[config.mk]
export PLATFORM = sky130hd
export DESIGN_NAME = vic_nested_ctrl
export DESIGN_NICKNAME = d
export VERILOG_FILES = /design/src/rtl/vic_pkg.sv /design/src/rtl/vic_ctx_stack.sv /design/src/rtl/vic_nested_ctrl.sv
export SDC_FILE = /design/constraint.sdc
export NUM_CORES = 1
export LEC_CHECK = 0
export CAP_MARGIN = 20
export CORE_MARGIN = 4
export CORE_UTILIZATION = 55
export CTS_CLUSTER_SIZE = 30
export DETAILED_ROUTE_END_ITERATION = 6
export PLACE_DENSITY = 0.79
export SKIP_LAST_GASP = 1
export SYNTH_ARGS = -nofsm -noshare
export SYNTH_HDL_FRONTEND = slang
export SYNTH_SLANG_ARGS = --single-unit
[constraint.sdc]
create_clock -name clk -period 7 [get_ports clk]
set_input_delay 0.7 -clock clk [delete_from_list [all_inputs] [get_ports clk]]
set_output_delay 0.7 -clock clk [all_outputs]
set_load 0.01 [all_outputs]
[src/rtl/vic_pkg.sv]
// Shared types and helpers for the nested vectored interrupt controller.
package vic_pkg;

  typedef enum logic {
    RUN,
    WAIT
  } vic_state_e;

  // Context entry at the default widths (ADDR_W=32, CC_W=4, N_IRQ=8); the
  // controller re-declares it at its own parameter widths for the stack.
  typedef struct packed {
    logic [31:0] pc;
    logic [3:0]  cc;
    logic [3:0]  level;
  } ctx_t;

  // "No ISR active" level: one past the lowest-priority source index.
  function automatic int unsigned idle_level(input int unsigned n_irq);
    return n_irq;
  endfunction

  // Computed at 64 bits; the caller truncates to its address width.
  function automatic logic [63:0] vec_addr(input logic [63:0] base,
                                           input int unsigned idx,
                                           input int unsigned shift);
    return base + (64'(idx) << shift);
  endfunction

endpackage

[src/rtl/vic_ctx_stack.sv]
// LIFO of interrupt contexts; the parent never pushes when full or pops when empty.
module vic_ctx_stack
  import vic_pkg::*;
#(
  parameter int unsigned DEPTH   = 4,
  parameter type         entry_t = ctx_t
) (
  input  logic   clk,
  input  logic   rst,
  input  logic   push,
  input  logic   pop,
  input  entry_t wdata,
  output entry_t rdata,
  output logic   full,
  output logic   empty
);

  localparam int unsigned PTR_W = $clog2(DEPTH + 1);

  logic [PTR_W-1:0] ptr_q;
  entry_t           mem [DEPTH];

  assign full  = (ptr_q == PTR_W'(DEPTH));
  assign empty = (ptr_q == '0);

  always_ff @(posedge clk) begin
    if (rst) begin
      ptr_q <= '0;
    end else if (push && !full) begin
      ptr_q <= ptr_q + PTR_W'(1);
    end else if (pop && !empty) begin
      ptr_q <= ptr_q - PTR_W'(1);
    end
  end

  always_ff @(posedge clk) begin
    for (int unsigned i = 0; i < DEPTH; i++) begin
      if (push && !full && ptr_q == PTR_W'(i)) begin
        mem[i] <= wdata;
      end
    end
  end

  // Top of stack is the entry just below the pointer.
  always_comb begin
    rdata = '0;
    for (int unsigned i = 0; i < DEPTH; i++) begin
      if (ptr_q == PTR_W'(i + 1)) begin
        rdata = mem[i];
      end
    end
  end

endmodule

[src/rtl/vic_nested_ctrl.sv]
// Fixed-priority nested interrupt controller: arbitrates sources, stacks context, redirects fetch.
module vic_nested_ctrl
  import vic_pkg::*;
#(
  parameter int unsigned N_IRQ     = 8,
  parameter int unsigned DEPTH     = 4,
  parameter int unsigned ADDR_W    = 32,
  parameter int unsigned CC_W      = 4,
  parameter logic [ADDR_W-1:0] VEC_BASE = '0,
  parameter int unsigned VEC_SHIFT = 4
) (
  input  logic                       clk,
  input  logic                       rst,
  input  logic [N_IRQ-1:0]           i_irq,
  input  logic [N_IRQ-1:0]           i_irq_en,
  input  logic [ADDR_W-1:0]          i_PC,
  input  logic [CC_W-1:0]            i_CCodes,
  input  logic                       i_NOT_FLUSH,
  input  logic                       i_reti,
  output logic                       o_IRQ_PC,
  output logic [ADDR_W-1:0]          o_VIC_iaddr,
  output logic [CC_W-1:0]            o_VIC_CCodes,
  output logic                       o_VIC_CCodes_ctrl,
  output logic                       o_IRQ_VIC,
  output logic [N_IRQ-1:0]           o_irq_ack,
  output logic [$clog2(DEPTH+1)-1:0] o_depth,
  output logic                       o_err
);

  localparam int unsigned LVL_W = $clog2(N_IRQ + 1);
  localparam int unsigned D_W   = $clog2(DEPTH + 1);
  localparam logic [LVL_W-1:0] IDLE = LVL_W'(idle_level(N_IRQ));

  typedef struct packed {
    logic [ADDR_W-1:0] pc;
    logic [CC_W-1:0]   cc;
    logic [LVL_W-1:0]  level;
  } entry_t;

  vic_state_e        state_q, state_d;
  logic [LVL_W-1:0]  act_q, act_d;
  logic [D_W-1:0]    depth_q, depth_d;
  logic              err_q, err_d;
  logic              irq_pc_d, cc_ctrl_d;
  logic [ADDR_W-1:0] iaddr_d;
  logic [CC_W-1:0]   cc_d;
  logic [N_IRQ-1:0]  ack_d;

  logic [N_IRQ-1:0]  elig;
  logic              win_valid;
  logic [LVL_W-1:0]  win_idx;
  logic              preempt;
  logic              push, pop, full, empty;
  entry_t            push_entry, top_entry;

  assign elig = i_irq & i_irq_en;

  always_comb begin
    win_valid = 1'b0;
    win_idx   = IDLE;
    for (int unsigned i = 0; i < N_IRQ; i++) begin
      if (elig[i] && !win_valid) begin
        win_valid = 1'b1;
        win_idx   = LVL_W'(i);
      end
    end
  end

  // act is IDLE at depth 0, so the comparison alone covers the idle case.
  assign preempt    = win_valid && (empty || win_idx < act_q);
  assign push_entry = '{pc: i_PC, cc: i_CCodes, level: act_q};

  vic_ctx_stack #(
    .DEPTH   (DEPTH),
    .entry_t (entry_t)
  ) u_stack (
    .clk   (clk),
    .rst   (rst),
    .push  (push),
    .pop   (pop),
    .wdata (push_entry),
    .rdata (top_entry),
    .full  (full),
    .empty (empty)
  );

  // RUN and WAIT share arbitration; WAIT only records that a take is stalled on flush.
  always_comb begin
    state_d   = state_q;
    act_d     = act_q;
    depth_d   = depth_q;
    err_d     = err_q;
    push      = 1'b0;
    pop       = 1'b0;
    irq_pc_d  = 1'b0;
    cc_ctrl_d = 1'b0;
    ack_d     = '0;
    iaddr_d   = o_VIC_iaddr;
    cc_d      = o_VIC_CCodes;
    if (i_reti && !empty) begin
      pop       = 1'b1;
      act_d     = top_entry.level;
      depth_d   = depth_q - D_W'(1);
      iaddr_d   = top_entry.pc;
      cc_d      = top_entry.cc;
      irq_pc_d  = 1'b1;
      cc_ctrl_d = 1'b1;
      state_d   = RUN;
    end else if (i_reti) begin
      err_d = 1'b1;
    end else if (preempt && !full) begin
      if (i_NOT_FLUSH) begin
        push     = 1'b1;
        act_d    = win_idx;
        depth_d  = depth_q + D_W'(1);
        iaddr_d  = ADDR_W'(vec_addr(64'(VEC_BASE), 32'(win_idx), VEC_SHIFT));
        irq_pc_d = 1'b1;
        ack_d    = N_IRQ'(1) << win_idx;
        state_d  = RUN;
      end else begin
        state_d = WAIT;
      end
    end else begin
      state_d = RUN;
    end
  end

  always_ff @(posedge clk) begin
    if (rst) begin
      state_q           <= RUN;
      act_q             <= IDLE;
      depth_q           <= '0;
      err_q             <= 1'b0;
      o_IRQ_PC          <= 1'b0;
      o_VIC_iaddr       <= '0;
      o_VIC_CCodes      <= '0;
      o_VIC_CCodes_ctrl <= 1'b0;
      o_IRQ_VIC         <= 1'b0;
      o_irq_ack         <= '0;
    end else begin
      state_q           <= state_d;
      act_q             <= act_d;
      depth_q           <= depth_d;
      err_q             <= err_d;
      o_IRQ_PC          <= irq_pc_d;
      o_VIC_iaddr       <= iaddr_d;
      o_VIC_CCodes      <= cc_d;
      o_VIC_CCodes_ctrl <= cc_ctrl_d;
      o_IRQ_VIC         <= (depth_d != '0);
      o_irq_ack         <= ack_d;
    end
  end

  assign o_depth = depth_q;
  assign o_err   = err_q;

endmodule

==> flow_metrics.py, run 1 <==
metrics = {
    "final_layout": {
        "drive_above_1_share_pct": 8.64,
        "finalNonFillerCells": 913,
        "mostFrequentLayoutCells": "160 x edfxtp_1, 105 x clkdlybuf4s50_1, 58 x dfxtp_1",
        "finish.utilization_pct": 69.9,
        "area_growth_syn_to_layout_pct": 22.7,
        "layout.cells.most_common": "edfxtp_1",
        "finish.instance_area_mm2": 0.0103,
        "antenna_cells_inserted": 0,
        "finalNetCount": 780,
    },
    "sta": {
        "fin_setup_tns_ns": 0,
        "hold_slack_final_ns": 0.489,
        "max-slew-margin-rel_pct": 28.6,
        "finalHoldViolations": 0,
        "grt_setup_unrepaired": "false",
        "timing.final.crit_period_ns": 4.15,
        "clock_skew_ns": 0.0163,
        "final.setup.worst_slack_ns": 2.85,
        "fmax_ghz": 0.241,
        "timing_max_transition_violations_final": 0,
        "final.period_utilization_pct": 59.3,
        "timing_worst_slew_pin_value_ns": 1.07,
        "final-setup-viol-count": 0,
    },
    "route": {
        "finalWirelength_um": 18600,
        "drt_first_pass_iters": 5,
        "drt.antenna.violating_nets": 0,
        "drt-wirelength-per-cell_um": 20.4,
        "drc_errors": 0,
        "detailedRoute.firstIterationViolations": 441,
        "vias": 5719,
        "vias_per_cell": 6.26,
    },
    "logic_synthesis": {
        "synth_area_mm2": 0.00840,
        "ys_dominant_reg_cell": "edfxtp_1",
        "post_synth.cell_area_avg_um2": 13.5,
        "ys_ff_latch": 218,
        "synth-edff-count": 160,
        "synth_cells": 621,
        "synth_top_area_share_pct": 57.2,
        "cell_taking_the_most_area_after_synthesis": "edfxtp_1",
        "synth_seq_area_share_pct": 71.0,
        "post_synthesis_async_set_or_reset_flop_share_pct": 0,
        "syn-num-nets": 688,
        "synth.distinct_cells": 51,
        "post_synth_main_area_contributors": "edfxtp_1 57%, dfxtp_1 14%, a221o_1 3.6%",
        "synth_warnings": 0,
    },
    "setup_path": {
        "max_stage_delay_ns": 0.89,
        "setup.worst_path.end_class": "flop",
        "worstSetupStartpointType": "input port",
        "path_max_fanout": 40,
        "sequence_of_cells_on_the_critical_path": "clkdlybuf4s50_1 > a22oi_2 > nand2_1 > nor2_1 > ha_1 > a211oi_1 > o311ai_1 > a211oi_4 > o21a_4 > and2_2",
        "cp.required_ns": 7.10,
        "slowest_cp_cell": "and2_2",
        "worst_setup_path_end": "u_stack.mem[2][37]$_DFFE_PP_",
        "internal_reg_to_reg_setup_slack_ns": 3.62,
        "worst_r2r_path_depth": 8,
        "worstReg2RegStart": "u_stack.ptr_q[1]$_SDFFE_PP0P_",
        "r2r-end": "o_VIC_iaddr[14]$_SDFFE_PP0P_",
        "worst_setup_path_start": "i_irq[0]",
        "criticalPathCategory": "input port to flop",
        "worst_ep_arrival_time_ns": 4.26,
    },
    "placed_design": {
        "gp_routability_congestion": 0.844,
        "place_worst_setup_slack_ns": 2.39,
        "dp_hpwl_um": 10800,
        "count_of_input_and_output_buffers": 106,
        "dpl_cell_area_mm2": 0.00958,
        "placedCellCount": 871,
    },
    "power": {
        "power_density_mw_per_mm2": 373,
        "power_leakage_nw": 3.38,
        "power_frac_seq_pct": 42.7,
        "vdd_drop_max_mv": 0.195,
        "power_switching_share_pct": 30.6,
        "power_frac_clock_pct": 29.3,
        "comb_power_share_pct": 28.0,
        "net_switching_power_figure_mw": 1.18,
        "design_power_total_mw": 3.85,
        "internal_power_mw": 2.67,
    },
    "die": {
        "die_area_mm2": 0.0173,
        "chipWidth_um": 132,
        "num_io_pins": 107,
        "placement_rows": 44,
        "die_h_um": 132,
        "initial_standard_cell_utilization_of_the_core_pct": 56.9,
        "core_region_area_mm2": 0.0148,
    },
    "clock_tree": {
        "clock_path_buffers": 3,
        "tritoncts": "done",
        "insertion_delay_ns": 0.50,
        "holdBufCountCts": 0,
        "root_buffer": "clkbuf_16",
        "clock_sinks": 218,
        "post_cts.resized_instances": 0,
        "worst_setup_hold_path_clk_slew_ns": 0.06,
        "cts.htree.levels": 1,
        "cts_setup_buffers": 0,
        "cts_buffers": 22,
    },
    "global_route": {
        "groute.usage.overall_pct": 21.0,
        "grt_max_degree": 58,
        "number_of_global_route_vias_before_repair": 5872,
        "grt_first_pass_wirelength_um": 30100,
        "grt_antenna_before_repair": 0,
        "grt.overflow.total": 0,
    },
    "hold_path": {
        "worstHoldPathCells": 2,
        "hp-class": "flop to flop",
    },
    "run_status": {
        "outcome": "finished clean",
    },
    "run": {
        "cap_violations": 0,
    },
}
## area by class of cell
type	count	area, um^2
well taps	184	230
clock inverters	8	67.6
flip-flops and latches	218	5970
fillers	975	4440
repair buffers	115	1140
multi-input cells	345	2230
clock buffers	32	639
inverters	11	41.3
## power groups by stage
stage | combinational (mW) | clock (mW) | sequential, mW
detailed placement | 1.06 | 0 | 1.67
global placement | 1.03 | 0 | 1.66
floorplan | 0.674 | 0 | 1.68
CTS | 1.07 | 1.14 | 1.64
finish | 1.08 | 1.13 | 1.64
global route | 1.19 | 1.20 | 1.66
## worst min-delay path by stage
stage | from | end
floorplan | act_q[3]$_SDFFE_PP1P_ | u_stack.mem[0][3]$_DFFE_PP_
global placement | o_VIC_iaddr[5]$_SDFFE_PP0P_ | o_VIC_iaddr[5]$_SDFFE_PP0P_
detailed placement | o_err$_SDFFE_PP0P_ | o_err$_SDFFE_PP0P_
CTS | o_err$_SDFFE_PP0P_ | o_err$_SDFFE_PP0P_
global route | o_VIC_iaddr[5]$_SDFFE_PP0P_ | o_VIC_iaddr[5]$_SDFFE_PP0P_
finish | o_err$_SDFFE_PP0P_ | o_err$_SDFFE_PP0P_
## synthesized netlist by cell type, drive strengths merged, types with 3 or more instances
cell type and n:
edfxtp 160, nor3 16, o31ai 3, clkbuf 38
nor2 57, nand2 58, buf 9, inv 11
o21ai 5, a31oi 32, a311oi 5, and2 3
ha 11, o211ai 35, a221oi 10, a211oi 11
nand3 3, a221o 30, dfxtp 58, a21oi 41
## kinds of logic (layout without fill, tap and decap cells)
group | count (synthesis) | count (layout) | share of synthesized area [%]
compound gates | 183 | 183 | 16.5
xor+xnor | 1 | 1 | 0.104
fa+ha+maj | 11 | 11 | 1.64
buf+inv | 58 | 166 | 2.86
flops | 218 | 218 | 71.0
mux | 1 | 1 | 0.119
simple gates | 149 | 149 | 7.78
## flip-flops by register name, summed over array words and instances (netlist names)
signal             cells
o_VIC_CCodes_ctrl      1
o_VIC_iaddr           32
u_stack.mem          160
o_IRQ_VIC              1
act_q                  4
o_err                  1
o_depth                3
o_irq_ack              8
o_IRQ_PC               1
o_VIC_CCodes           4
u_stack.ptr_q          3
## worst max-delay path, delay by kind of cell
kind | cells | cell delay, ns
AO/OA/AOI/OAI | 5 | 1.41
adder cells (fa/ha/maj) | 1 | 0.33
buffers and inverters | 1 | 0.48
AND/OR/NAND/NOR | 3 | 1.31
## routing by layer
layer,GRT usage (%),up-vias,wire [um]
li1,-,2591,-
met1,27.6,2816,7510
met2,36.7,280,9320
met3,3.40,32,1440
met4,5.66,0,324
met5,0,-,0
(Power assumes the default switching activity.)
==> run 2, diff against run 1 <==
--- a/config.mk
+++ b/config.mk
@@ -7,10 +7,10 @@
 export LEC_CHECK = 0
 export CAP_MARGIN = 20
 export CORE_MARGIN = 4
-export CORE_UTILIZATION = 55
+export CORE_UTILIZATION = 50
 export CTS_CLUSTER_SIZE = 30
 export DETAILED_ROUTE_END_ITERATION = 6
-export PLACE_DENSITY = 0.79
+export PLACE_DENSITY = 0.76
 export SKIP_LAST_GASP = 1
 export SYNTH_ARGS = -nofsm -noshare
 export SYNTH_HDL_FRONTEND = slang
==> constraint.sdc (replaced) <==
create_clock -name clk -period 3.8 [get_ports clk]
set_input_delay 0.38 -clock clk [delete_from_list [all_inputs] [get_ports clk]]
set_output_delay 0.38 -clock clk [all_outputs]
set_load 0.01 [all_outputs]
==> flow_metrics.py, run 2 (synthesis gave the netlist of run 1 again) <==
metrics = {
    "power": {
        "power_frac_clock_pct": 30.3,
        "power_density_mw_per_mm2": 691,
        "vdd_drop_max_mv": 0.347,
        "design_power_total_mw": 7.28,
        "comb_power_share_pct": 28.1,
        "power_switching_share_pct": 30.5,
        "power_frac_seq_pct": 41.6,
        "power_leakage_nw": 3.46,
        "net_switching_power_figure_mw": 2.22,
        "internal_power_mw": 5.06,
    },
    "route": {
        "vias": 5797,
        "drc_errors": 0,
        "drt.antenna.violating_nets": 0,
        "vias_per_cell": 6.04,
        "drt_first_pass_iters": 5,
        "drt-wirelength-per-cell_um": 20.3,
        "detailedRoute.firstIterationViolations": 636,
        "finalWirelength_um": 19400,
    },
    "setup_path": {
        "worstSetupStartpointType": "input port",
        "setup.worst_path.end_class": "flop",
        "worst_ep_arrival_time_ns": 3.29,
        "cp.required_ns": 3.98,
        "criticalPathCategory": "input port to flop",
        "path_max_fanout": 40,
    },
    "sta": {
        "timing_max_transition_violations_final": 0,
        "fin_setup_tns_ns": 0,
        "clock_skew_ns": 0.00439,
        "max-slew-margin-rel_pct": 27.8,
        "finalHoldViolations": 0,
        "grt_setup_unrepaired": "false",
        "timing_worst_slew_pin_value_ns": 1.08,
        "fmax_ghz": 0.321,
        "final-setup-viol-count": 0,
        "final.period_utilization_pct": 81.9,
        "timing.final.crit_period_ns": 3.11,
    },
    "final_layout": {
        "layout.cells.most_common": "edfxtp_1",
        "finalNetCount": 790,
        "area_growth_syn_to_layout_pct": 25.4,
        "antenna_cells_inserted": 0,
        "top_regs": "u_stack.mem: 160 flops, o_VIC_iaddr: 32 flops, o_irq_ack: 8 flops",
        "drive_above_1_share_pct": 10.1,
        "num-fill-cells": 1179,
        "mostFrequentLayoutCells": "160 x edfxtp_1, 105 x clkdlybuf4s50_1, 58 x dfxtp_1",
        "largest_register_ffs": 160,
        "regMostFlops": "u_stack.mem",
    },
    "clock_tree": {
        "tritoncts": "done",
        "clock_sinks": 218,
        "holdBufCountCts": 0,
        "clock_path_buffers": 3,
        "cts_setup_buffers": 0,
        "post_cts.resized_instances": 0,
        "insertion_delay_ns": 0.49,
        "cts.htree.levels": 1,
        "root_buffer": "clkbuf_16",
        "worst_setup_hold_path_clk_slew_ns": 0.06,
        "cts_buffers": 22,
    },
    "global_route": {
        "number_of_global_route_vias_before_repair": 5970,
        "groute.usage.overall_pct": 20.3,
        "grt_max_degree": 58,
        "grt_antenna_before_repair": 0,
        "grt.overflow.total": 0,
        "grt_first_pass_wirelength_um": 30300,
    },
    "run": {
        "cap_violations": 0,
    },
    "die": {
        "die_h_um": 138,
        "initial_standard_cell_utilization_of_the_core_pct": 50.8,
        "die_area_mm2": 0.0189,
        "core_region_area_mm2": 0.0165,
        "num_io_pins": 107,
        "placement_rows": 47,
        "chipWidth_um": 138,
    },
    "hold_path": {
        "hp-class": "input port to flop",
    },
    "placed_design": {
        "gp_routability_congestion": 0.830,
        "count_of_input_and_output_buffers": 106,
        "dp_hpwl_um": 11500,
    },
    "run_status": {
        "outcome": "finished clean",
    },
}
run 2: changes by cell type in the layout (fill, tap and decap cells not counted), sizes merged:
| cell | previous run | this run |
|---|---|---|
| inv | 11 | 12 |
| bufinv | 1 | 2 |
| clkinvlp | 0 | 1 |
| clkinv | 7 | 4 |
| buf | 10 | 20 |
run 2: cell type report:
class	instances	area, um^2	area share (%)
inverters	11	41.3	0.392
clock buffers	32	662	6.28
well taps	220	275	2.61
flip-flops and latches	218	5970	56.6
repair buffers	125	1260	12.0
clock inverters	8	96.3	0.915
multi-input cells	345	2230	21.2
run 2: metal layers:
metal	wire length, um	up-vias	GRT usage, %	part of all wire [%]
met5	0	-	0	0
met1	7780	2882	25.9	40
met2	9770	251	34.5	50
met4	380	0	7.37	2.0
li1	-	2628	-	-
met3	1490	36	3.98	7.7
run 2: worst max-delay path, cell delays in order:
cell and delay, ns:
clkdlybuf4s50_1 0.42, a22oi_2 0.34, nand2_1 0.11, nor2_1 0.18, ha_1 0.28, a211oi_1 0.23
o311ai_1 0.20, a211oi_4 0.37, o21a_4 0.28, and3_2 0.23, buf_12 0.26
run 2: path summary, 6_finish.rpt:
check,slack [ns],start,endpoint,cells past startpoint
hold / removal,0.29,rst,o_VIC_iaddr[26]$_SDFFE_PP0P_,2
setup / recovery,0.69,i_irq[2],u_stack.mem[1][32]$_DFFE_PP_,11
setup reg to reg,0.89,u_stack.ptr_q[2]$_SDFFE_PP0P_,o_VIC_iaddr[6]$_SDFFE_PP0P_,8
hold reg to reg,0.50,o_VIC_CCodes[3]$_SDFFE_PP0P_,o_VIC_CCodes[3]$_SDFFE_PP0P_,2
run 2: stage by stage:
| stage | hold slack [ns] | instances | utilization [%] | cell area [um^2] | setup slack, ns |
|---|---|---|---|---|---|
| 6_report | 0.292 | 959 | 63.7 | 10500 | 0.687 |
| 5_1_grt | 0.309 | 959 | 63.7 | 10500 | 0.514 |
| 4_1_cts | 0.503 | 958 | 63.6 | 10500 | 0.695 |
| 3_5_place_dp | 0.481 | 918 | 59.0 | 9750 | 0.199 |
| 3_3_place_gp | 0.487 | 918 | 59.0 | 9750 | 0.300 |
| 2_1_floorplan | 0.460 | 621 | - | 8410 | 0.0249 |
run 2: power groups by stage:
| stage | logic [mW] | registers [mW] | clock network [mW] |
|---|---|---|---|
| finish | 2.04 | 3.03 | 2.20 |
| global route | 2.23 | 3.05 | 2.35 |
| CTS | 2.04 | 3.03 | 2.24 |
| detailed placement | 2.02 | 3.07 | 0 |
| global placement | 1.95 | 3.06 | 0 |
| floorplan | 1.25 | 3.09 | 0 |
